**src/rtl/mm_pkg.sv**
```systemverilog
// Shared matrix-multiply constants and the result-reader state encoding.
package mm_pkg;
    localparam int C_DATA_W   = 19;
    localparam int RAM_ADDR_W = 6;
    localparam int RAM_DEPTH  = 64;

    typedef enum logic [1:0] {IDLE, RUN, DRAIN, DONE} rd_state_t;
endpackage

```
**src/rtl/result_skid_fifo.sv**
```systemverilog
// Two-entry FIFO absorbing RAM read data while the output stream is stalled.
module result_skid_fifo #(
    parameter int W = 19
) (
    input  logic         gclk_i,
    input  logic         grst_i,
    input  logic         push_i,
    input  logic [W-1:0] data_i,
    input  logic         pop_i,
    output logic [1:0]   count_o,
    output logic [W-1:0] head_o
);
    logic [W-1:0] mem_q [2];
    logic         wr_q, rd_q;
    logic [1:0]   cnt_q;

    // Overflow is prevented upstream by the read-issue throttle.
    always_ff @(posedge gclk_i or posedge grst_i) begin
        if (grst_i) begin
            mem_q[0] <= '0;
            mem_q[1] <= '0;
            wr_q     <= 1'b0;
            rd_q     <= 1'b0;
            cnt_q    <= 2'd0;
        end else begin
            if (push_i) begin
                mem_q[wr_q] <= data_i;
                wr_q        <= ~wr_q;
            end
            if (pop_i) rd_q <= ~rd_q;
            case ({push_i, pop_i})
                2'b10:   cnt_q <= cnt_q + 2'd1;
                2'b01:   cnt_q <= cnt_q - 2'd1;
                default: cnt_q <= cnt_q;
            endcase
        end
    end

    assign count_o = cnt_q;
    assign head_o  = mem_q[rd_q];
endmodule

```
**src/rtl/result_ram_reader.sv**
```systemverilog
// Streams a block of C result RAM words onto a valid/ready stream,
// hiding the RAM's one-cycle read latency behind a 2-entry buffer.
module result_ram_reader
    import mm_pkg::*;
#(
    parameter int DATA_W = C_DATA_W,
    parameter int ADDR_W = RAM_ADDR_W,
    parameter int DEPTH  = RAM_DEPTH
) (
    input  logic              gclk_i,
    input  logic              grst_i,
    input  logic              start_i,
    input  logic [ADDR_W-1:0] base_i,
    input  logic [ADDR_W:0]   len_i,
    output logic              busy_o,
    output logic              done_o,
    output logic [ADDR_W-1:0] ram_addr_o,
    output logic              ram_rd_o,
    input  logic [DATA_W-1:0] ram_q_i,
    output logic [DATA_W-1:0] m_data_o,
    output logic              m_valid_o,
    input  logic              m_ready_i,
    output logic              m_last_o
);
    localparam logic [ADDR_W:0] DEPTH_L = (ADDR_W+1)'(DEPTH);
    localparam logic [ADDR_W:0] ONE     = (ADDR_W+1)'(1);

    rd_state_t         state_q, state_d;
    logic [ADDR_W-1:0] base_q, base_d;
    logic [ADDR_W:0]   rem_q, rem_d, idx_q, idx_d, oidx_q, oidx_d;
    logic              inflight_q;
    logic [ADDR_W:0]   len_cl;
    logic [1:0]        fifo_cnt;
    logic [2:0]        occ;
    logic              pop, issue_ok;

    result_skid_fifo #(.W(DATA_W)) u_fifo (
        .gclk_i  (gclk_i),
        .grst_i  (grst_i),
        .push_i  (inflight_q),
        .data_i  (ram_q_i),
        .pop_i   (pop),
        .count_o (fifo_cnt),
        .head_o  (m_data_o)
    );

    assign len_cl    = (len_i > DEPTH_L) ? DEPTH_L : len_i;
    assign m_valid_o = (fifo_cnt != 2'd0);
    assign pop       = m_valid_o & m_ready_i;
    assign m_last_o  = m_valid_o && (oidx_q == rem_q - ONE);
    // Buffered plus in-flight words, less the one leaving now, must stay below 2.
    assign occ       = {1'b0, fifo_cnt} + {2'b0, inflight_q};
    assign issue_ok  = (occ < 3'd2) || ((occ == 3'd2) && pop);
    assign ram_addr_o = base_q + idx_q[ADDR_W-1:0];
    assign busy_o    = (state_q != IDLE);
    assign done_o    = (state_q == DONE);

    always_comb begin
        state_d  = state_q;
        base_d   = base_q;
        rem_d    = rem_q;
        idx_d    = idx_q;
        oidx_d   = oidx_q + {{ADDR_W{1'b0}}, pop};
        ram_rd_o = 1'b0;
        case (state_q)
            IDLE: if (start_i) begin
                base_d  = base_i;
                rem_d   = len_cl;
                idx_d   = '0;
                oidx_d  = '0;
                state_d = (len_cl == '0) ? DONE : RUN;
            end
            RUN: if (issue_ok) begin
                ram_rd_o = 1'b1;
                idx_d    = idx_q + ONE;
                if (idx_q == rem_q - ONE) state_d = DRAIN;
            end
            DRAIN: if (pop && m_last_o) state_d = DONE;
            DONE:  state_d = IDLE;
            default: state_d = IDLE;
        endcase
    end

    always_ff @(posedge gclk_i or posedge grst_i) begin
        if (grst_i) begin
            state_q    <= IDLE;
            base_q     <= '0;
            rem_q      <= '0;
            idx_q      <= '0;
            oidx_q     <= '0;
            inflight_q <= 1'b0;
        end else begin
            state_q    <= state_d;
            base_q     <= base_d;
            rem_q      <= rem_d;
            idx_q      <= idx_d;
            oidx_q     <= oidx_d;
            inflight_q <= ram_rd_o;
        end
    end
endmodule

```
**config.mk**
```make
export PLATFORM = sky130hd
export DESIGN_NAME = result_ram_reader
export DESIGN_NICKNAME = d
export VERILOG_FILES = /design/src/rtl/mm_pkg.sv /design/src/rtl/result_skid_fifo.sv /design/src/rtl/result_ram_reader.sv
export SDC_FILE = /design/constraint.sdc
export NUM_CORES = 1
export LEC_CHECK = 0
export CAP_MARGIN = 20
export CELL_PAD_IN_SITES_DETAIL_PLACEMENT = 0
export CELL_PAD_IN_SITES_GLOBAL_PLACEMENT = 2
export CORE_UTILIZATION = 38
export DETAILED_ROUTE_END_ITERATION = 8
export HOLD_SLACK_MARGIN = 0.1
export PLACE_DENSITY = 0.9
export SYNTH_ARGS = -nofsm -noshare
export SYNTH_HDL_FRONTEND = slang
export SYNTH_HIERARCHICAL = 1
export SYNTH_SLANG_ARGS = --single-unit
```
**constraint.sdc**
```tcl
create_clock -name gclk_i -period 4.5 [get_ports gclk_i]
set_clock_uncertainty 0.2 [all_clocks]
set_input_delay 1.125 -clock gclk_i [delete_from_list [all_inputs] [get_ports gclk_i]]
set_output_delay 1.125 -clock gclk_i [all_outputs]
set_load 0.02 [all_outputs]
```
Word-level counts from Yosys, hierarchy flattened. Cells that the tools add are included.

Add/subtract/negate cells: 7. Order comparisons: 5. Eq/ne operators: 12. Multiplexer cells: 21. Bitwise operators: 5. Reduce and logical (&&, ||, !) cells: 14.

Operator list (number): $mux W19 (4); $bwmux W38 (1); $mux W7 (5); $demux W19 S1 (1); $eq A7 B7 Y1 (2); $pmux W7 S2 (1); $mux W2 (5); $ne A2 B2 Y1 const B (4); $pmux W2 S4 (1); $reduce_bool A2 Y1 (4); $add A7 B1 Y7 (1); $add A7 B1 Y7 const B (1); $gt A7 B7 Y1 const B (1); $logic_not A7 Y1 (1); $sub A7 B1 Y7 const B (1); $add A6 B6 Y6 (1); $eq A2 B2 Y1 const B (3); $eq A2 B1 Y1 const B (2); $ge A2 B2 Y1 const B (2); $logic_and A1 B1 Y1 (4); $not A1 Y2 (2); $pmux W2 S2 (1); $reduce_and A4 Y1 (1); $add A2 B1 Y3 (1); 12 further kinds (14).

Bits in registers: 72. Input port bits: 36. Output and inout port bits: 30.

Longest topological paths before layout.
Word-level depth: 6. Depth in mapped cells: 8. Gate-level depth less buffers: 8.

Cells and area by module. The synthesis kept the hierarchy.

Modules (own cells, without submodules): result_ram_reader (times used 1, cells an instance 218, area each 2082.0 um2, sequential area each 750.7 um2); result_skid_fifo (times used 1, cells an instance 115, area each 1863.0 um2, sequential area each 1051.0 um2).

Worst setup path before layout. OpenSTA, ideal clock, no wires.

Kind: register -> output. Start point: register rem_q[0]. End point: output m_last_o. Arrival: 1.979 ns. Required time: 3.175 ns. Path slack: 1.196 ns. Cell stages (with the launch flop): 8. Path buffers: 0. Cells stage by stage: dfrtp_1 > inv_1 > ha_1 > or3b_4 > nor3_2 > xnor2_1 > nand2_1 > nor3_1.

Longest elaborated chain between the ends: 3.

RTL lines: from (decl) (RTL line result_ram_reader.sv:30) `logic [ADDR_W:0] rem_q, rem_d, idx_q, idx_d, oidx_q, oidx_d;`; from (signal assigned) (RTL line result_ram_reader.sv:95) `rem_q <= rem_d;`; $sub A7 B1 Y7 (RTL line result_ram_reader.sv:50) `assign m_last_o = m_valid_o && (oidx_q == rem_q - ONE);`; $eq A7 B7 Y1 (RTL line result_ram_reader.sv:50); $logic_and A1 B1 Y1 (RTL line result_ram_reader.sv:50); to (decl) (RTL line result_ram_reader.sv:23) `output logic m_last_o`.

Every way passes these cells.

Final worst setup path.
Start point: input m_ready_i. End point: output ram_rd_o.

Longest elaborated chain between the ends: 5.

RTL lines: from (decl) (RTL line result_ram_reader.sv:22) `input logic m_ready_i,`; $and A1 B1 Y1 (RTL line result_ram_reader.sv:49) `assign pop = m_valid_o & m_ready_i;`; named net pop (RTL line result_ram_reader.sv:35) `logic pop, issue_ok;`; $logic_and A1 B1 Y1 (RTL line result_ram_reader.sv:53) `assign issue_ok = (occ < 3'd2) || ((occ == 3'd2) && pop);`; $logic_or A1 B1 Y1 (RTL line result_ram_reader.sv:53); $mux W1 (RTL line result_ram_reader.sv:73) `RUN: if (issue_ok) begin`; $mux W1 (RTL line result_ram_reader.sv:65) `case (state_q)`; to (decl) (RTL line result_ram_reader.sv:18) `output logic ram_rd_o,`.

The timed path passes the listed nets, and every way through them passes these cells.

==> results <==
- Grouping stages by cell kind, the critical path spends the most delay in buffers and inverters.
- The post-route netlist has 22.11% of its cells at a drive strength greater than 1.
- The number of buffers and inverters on the critical path is 2.
- Detailed placement finished with a half-perimeter wire length of roughly 5700 um.
- Yosys mapped the design onto 54 distinct sky130hd cell types.
- Setup violations remaining at the end of the flow were counted as 0.
- The number of global-route vias before repair is between 2000 and 3000.
- Row generation in the floorplan step produced 36 rows.
- Buffers placed on the I/O ports in this run total 65.
- The kind of end point of the critical path is an output pin.
- At the worst endpoint, the arrival time is around 2.8 ns.
- Max-cap violations in this run came to 0.
- The first detailed-routing pass ran for 4 iterations.
- After clock tree synthesis, the repair step resized 0 gates.
- For the pin with the worst max-slew slack, the measured transition is 0.9350 ns.
- The clock tree root driver cell is sky130_fd_sc_hd__clkbuf_8.
- Summing all multi-input logic gate instances after layout gives between 0.0015 and 0.002 mm^2.
- The initial antenna violation count is 0.
- The pin count of the biggest net entering global routing is 43.
- The worst setup path is of the in2out kind.
- The number of antenna diodes in the final layout is 0.
- The mean routed wirelength per cell is between 10 and 15 um.
- The highest fanout seen on the critical path is 4.
- The die covers 0.01079 mm^2.
- The area added between synthesis and finish is 25.53%.
- The combined global-route utilization of all metal layers is 15.35%.
- A synthesized cell averages between 10 and 15 um^2.
- The area occupied by registers is 0.001802 mm^2.
- The final critical delay including setup and external delays is between 4 and 5 ns.
- The total wire length after detailed routing is ~8000 um.
- The library cell appearing most often on the critical path is sky130_fd_sc_hd__clkdlybuf4s50_1.
- The clock network latency to the later pin of the worst-skew pair is about 0.34 ns.
- In the post-synthesis netlist, the biggest area contributors are sky130_fd_sc_hd__dfrtp_1, sky130_fd_sc_hd__mux2_2, sky130_fd_sc_hd__ha_1.
- The routed via count is about 2600.
- The most used flip-flop cell after synthesis is sky130_fd_sc_hd__dfrtp_1.
- The total power divided by cell area is about 780 mW/mm^2.
- Counting flops with an async set or reset pin after synthesis yields a share of 100.0%.
- Buffers inserted during clock tree synthesis total 9.
- The worst-path cell with the longest stage delay is sky130_fd_sc_hd__clkdlybuf4s50_1.
- The count of filler cells inserted in the layout is just under 900.
- The leakage power figure is around 2.2 nW.
- The die is slightly above 100 um tall.
- The initial utilization of the core area, before any placement, comes to 39.81%.
- After synthesis the netlist holds a flip-flop and latch count of just over 70.
- The number of warnings reported in the yosys synthesis log is 6.
- In the final timing run, aggregate negative setup slack is 0 ns.
- The data required time of the worst path is 3.17 ns.
- The number of hold buffers added after CTS was 0.
- The net total in the final layout is around 460.
- The sequential-to-total area share from yosys stat is between 40% and 50%.
- The number of pins exceeding their max-slew limit in the final report is 0.
- The congestion estimate from routability-driven global placement came to approximately 0.75.
- Once routing completed, OpenROAD measured the worst setup slack at 0.3704 ns.
- By count the netlist is led by sky130_fd_sc_hd__dfrtp_1, sky130_fd_sc_hd__mux2_2, sky130_fd_sc_hd__nand2_1, sky130_fd_sc_hd__xor2_1.
- The number of flops mapped to enable cells by yosys is 0.
- The number of placed I/O pins is 66.
- Based on the critical path, the design can be clocked at up to about 240 MHz.
- On the worst path, the slowest cell contributes a delay of roughly 0.64 ns.
- The worst setup path is launched from an input port.
- The run finished with clean final reports.
- Traced cell by cell, the critical path runs through clkdlybuf4s50_1, o21a_4, a31oi_4, and2b_2, clkdlybuf4s50_1.
- The synthesized netlist net count is ~390.
- The worst path uses roughly 90% of the clock period.
- The CTS tree is built.
- The number of instances in the synthesized netlist is between 300 and 400.
- The total grt overflow is 0.
- CTS built an H-tree with a depth of 3.
- The number of buffers on the longest clock path is 2.
- The placeable core area is between 0.009 and 0.01 mm^2.
- The tightest min-delay check is of the reg2reg type.
- Among all cell types in the netlist, the one instantiated most often is sky130_fd_sc_hd__dfrtp_1.
- Setup repair after global routing left no endpoint under its margin.
- The first global-routing pass estimated between 10000 and 15000 um of wire.
- The number of setup buffers added after CTS is 0.
- The horizontal die dimension is between 100 and 150 um.
- The post-detailed-route via-to-cell ratio is a little under 5.
- The clock transition at the registers of the reported paths is around 0.080 ns.
- The number of routed nets with antenna violations is 0.
- The area share of the leading cell type in the synthesized netlist is 45.67%.
- The number of hold violations in the final report was 0.
- sky130_fd_sc_hd__dfrtp_1 takes more of the synthesized area than any other cell.
- In this run the tightest slew margin relative to its limit is 37.67%.
- The total clock sinks is 72.
- The number of remaining DRC errors is 0.
- The pre-CTS setup slack is around 0.37 ns.
- Across the VDD grid, the largest voltage drop is approximately 0.38 mV.
- In this run, the number of DRC markers left after iteration 0 of detailed routing was around 90.
- The synthesized cell area is just under 0.004 mm^2.
[layer usage]
layer,global-route usage [%],wire length (um),vias to the layer above
li1,-,-,1280
met1,20.15,3754,1265
met2,24.52,3708,60
met3,2.945,267,15
met4,7.041,127,0
met5,0,0,-
[cell usage in the layout (no fill, tap or decap), types with 5 or more instances in the layout]
master	instances
sky130_fd_sc_hd__nand2b_1	5
sky130_fd_sc_hd__nand3b_1	6
sky130_fd_sc_hd__mux2_2	47
sky130_fd_sc_hd__nand2_1	33
sky130_fd_sc_hd__mux2_4	10
sky130_fd_sc_hd__nor2_1	16
sky130_fd_sc_hd__xnor2_1	16
sky130_fd_sc_hd__clkdlybuf4s50_1	65
sky130_fd_sc_hd__ha_1	18
sky130_fd_sc_hd__clkbuf_8	9
sky130_fd_sc_hd__dfrtp_1	72
sky130_fd_sc_hd__xor2_1	20
sky130_fd_sc_hd__o21ai_0	5
sky130_fd_sc_hd__inv_1	18
[cells by family after synthesis]
| kind of cell | Yosys count | synth area share, % |
|---|---|---|
| AO/OA/AOI/OAI | 25 | 5.519 |
| XOR/XNOR | 37 | 8.595 |
| adder cells (fa/ha/maj) | 19 | 6.216 |
| buffers and inverters | 29 | 3.806 |
| flip-flops | 72 | 45.67 |
| multiplexers | 60 | 17.98 |
| AND/OR/NAND/NOR | 91 | 12.21 |
[sequential cells by signal, indices dropped and copies added (netlist names)]
name	count
u_fifo/rd_q	1
u_fifo/count_o	2
u_fifo/mem_q	38
u_fifo/wr_q	1
rem_q	7
idx_q	7
base_q	6
state_q	2
oidx_q	7
inflight_q	1
[cell type report]
cell class              instances  area share [%]
clock inverters                 6           2.324
flip-flops and latches         72           36.38
clock buffers                  10           2.577
well taps                     133           3.360
inverters                      18           1.364
multi-input cells             232           40.25
repair buffers                 69           13.74
[worst min-delay path: cells and delay by family, from the launching register on]
kind	cells	cell delay [ns]
DFF	1	0.36
and+or+nand+nor	2	0.10
[worst paths after layout]
path	startpoint	cells after the start	endpoint	slack, ns
worst min-delay path	base_q[0]	2	base_q[0]	0.29
min in group asynchronous	grst_i	3	base_q[1]	0.99
worst max register to register	u_fifo/count_o[0]	8	idx_q[6]	1.97
worst min register to register	base_q[0]	2	base_q[0]	0.29
worst max-delay path	m_ready_i	5	ram_rd_o	0.37
max in group asynchronous	grst_i	3	u_fifo/mem_q[9]	2.69
[where the power goes]
part | switching [W] | internal (W)
registers | 0.000262 | 0.000937
logic | 0.000948 | 0.00110
clock network | 0.000254 | 0.000373
total | 0.00146 | 0.00241
[through the flow]
stage / instance area [um^2] / util, % / power [W] / instances / hold WS (ns)
final: 4952 / 49.97 / 0.003875 / 540 / 0.2889
after global routing: 4952 / 49.97 / 0.004136 / 540 / 0.3116
after CTS: 4952 / 49.97 / 0.003921 / 540 / 0.2945
after detailed placement: 4710 / 47.53 / 0.003275 / 524 / 0.2743
after global placement: 4710 / 47.53 / 0.003235 / 524 / 0.2775
after floorplan: 3945 / - / 0.002614 / 333 / 0.2523
(Power assumes the default switching activity.)
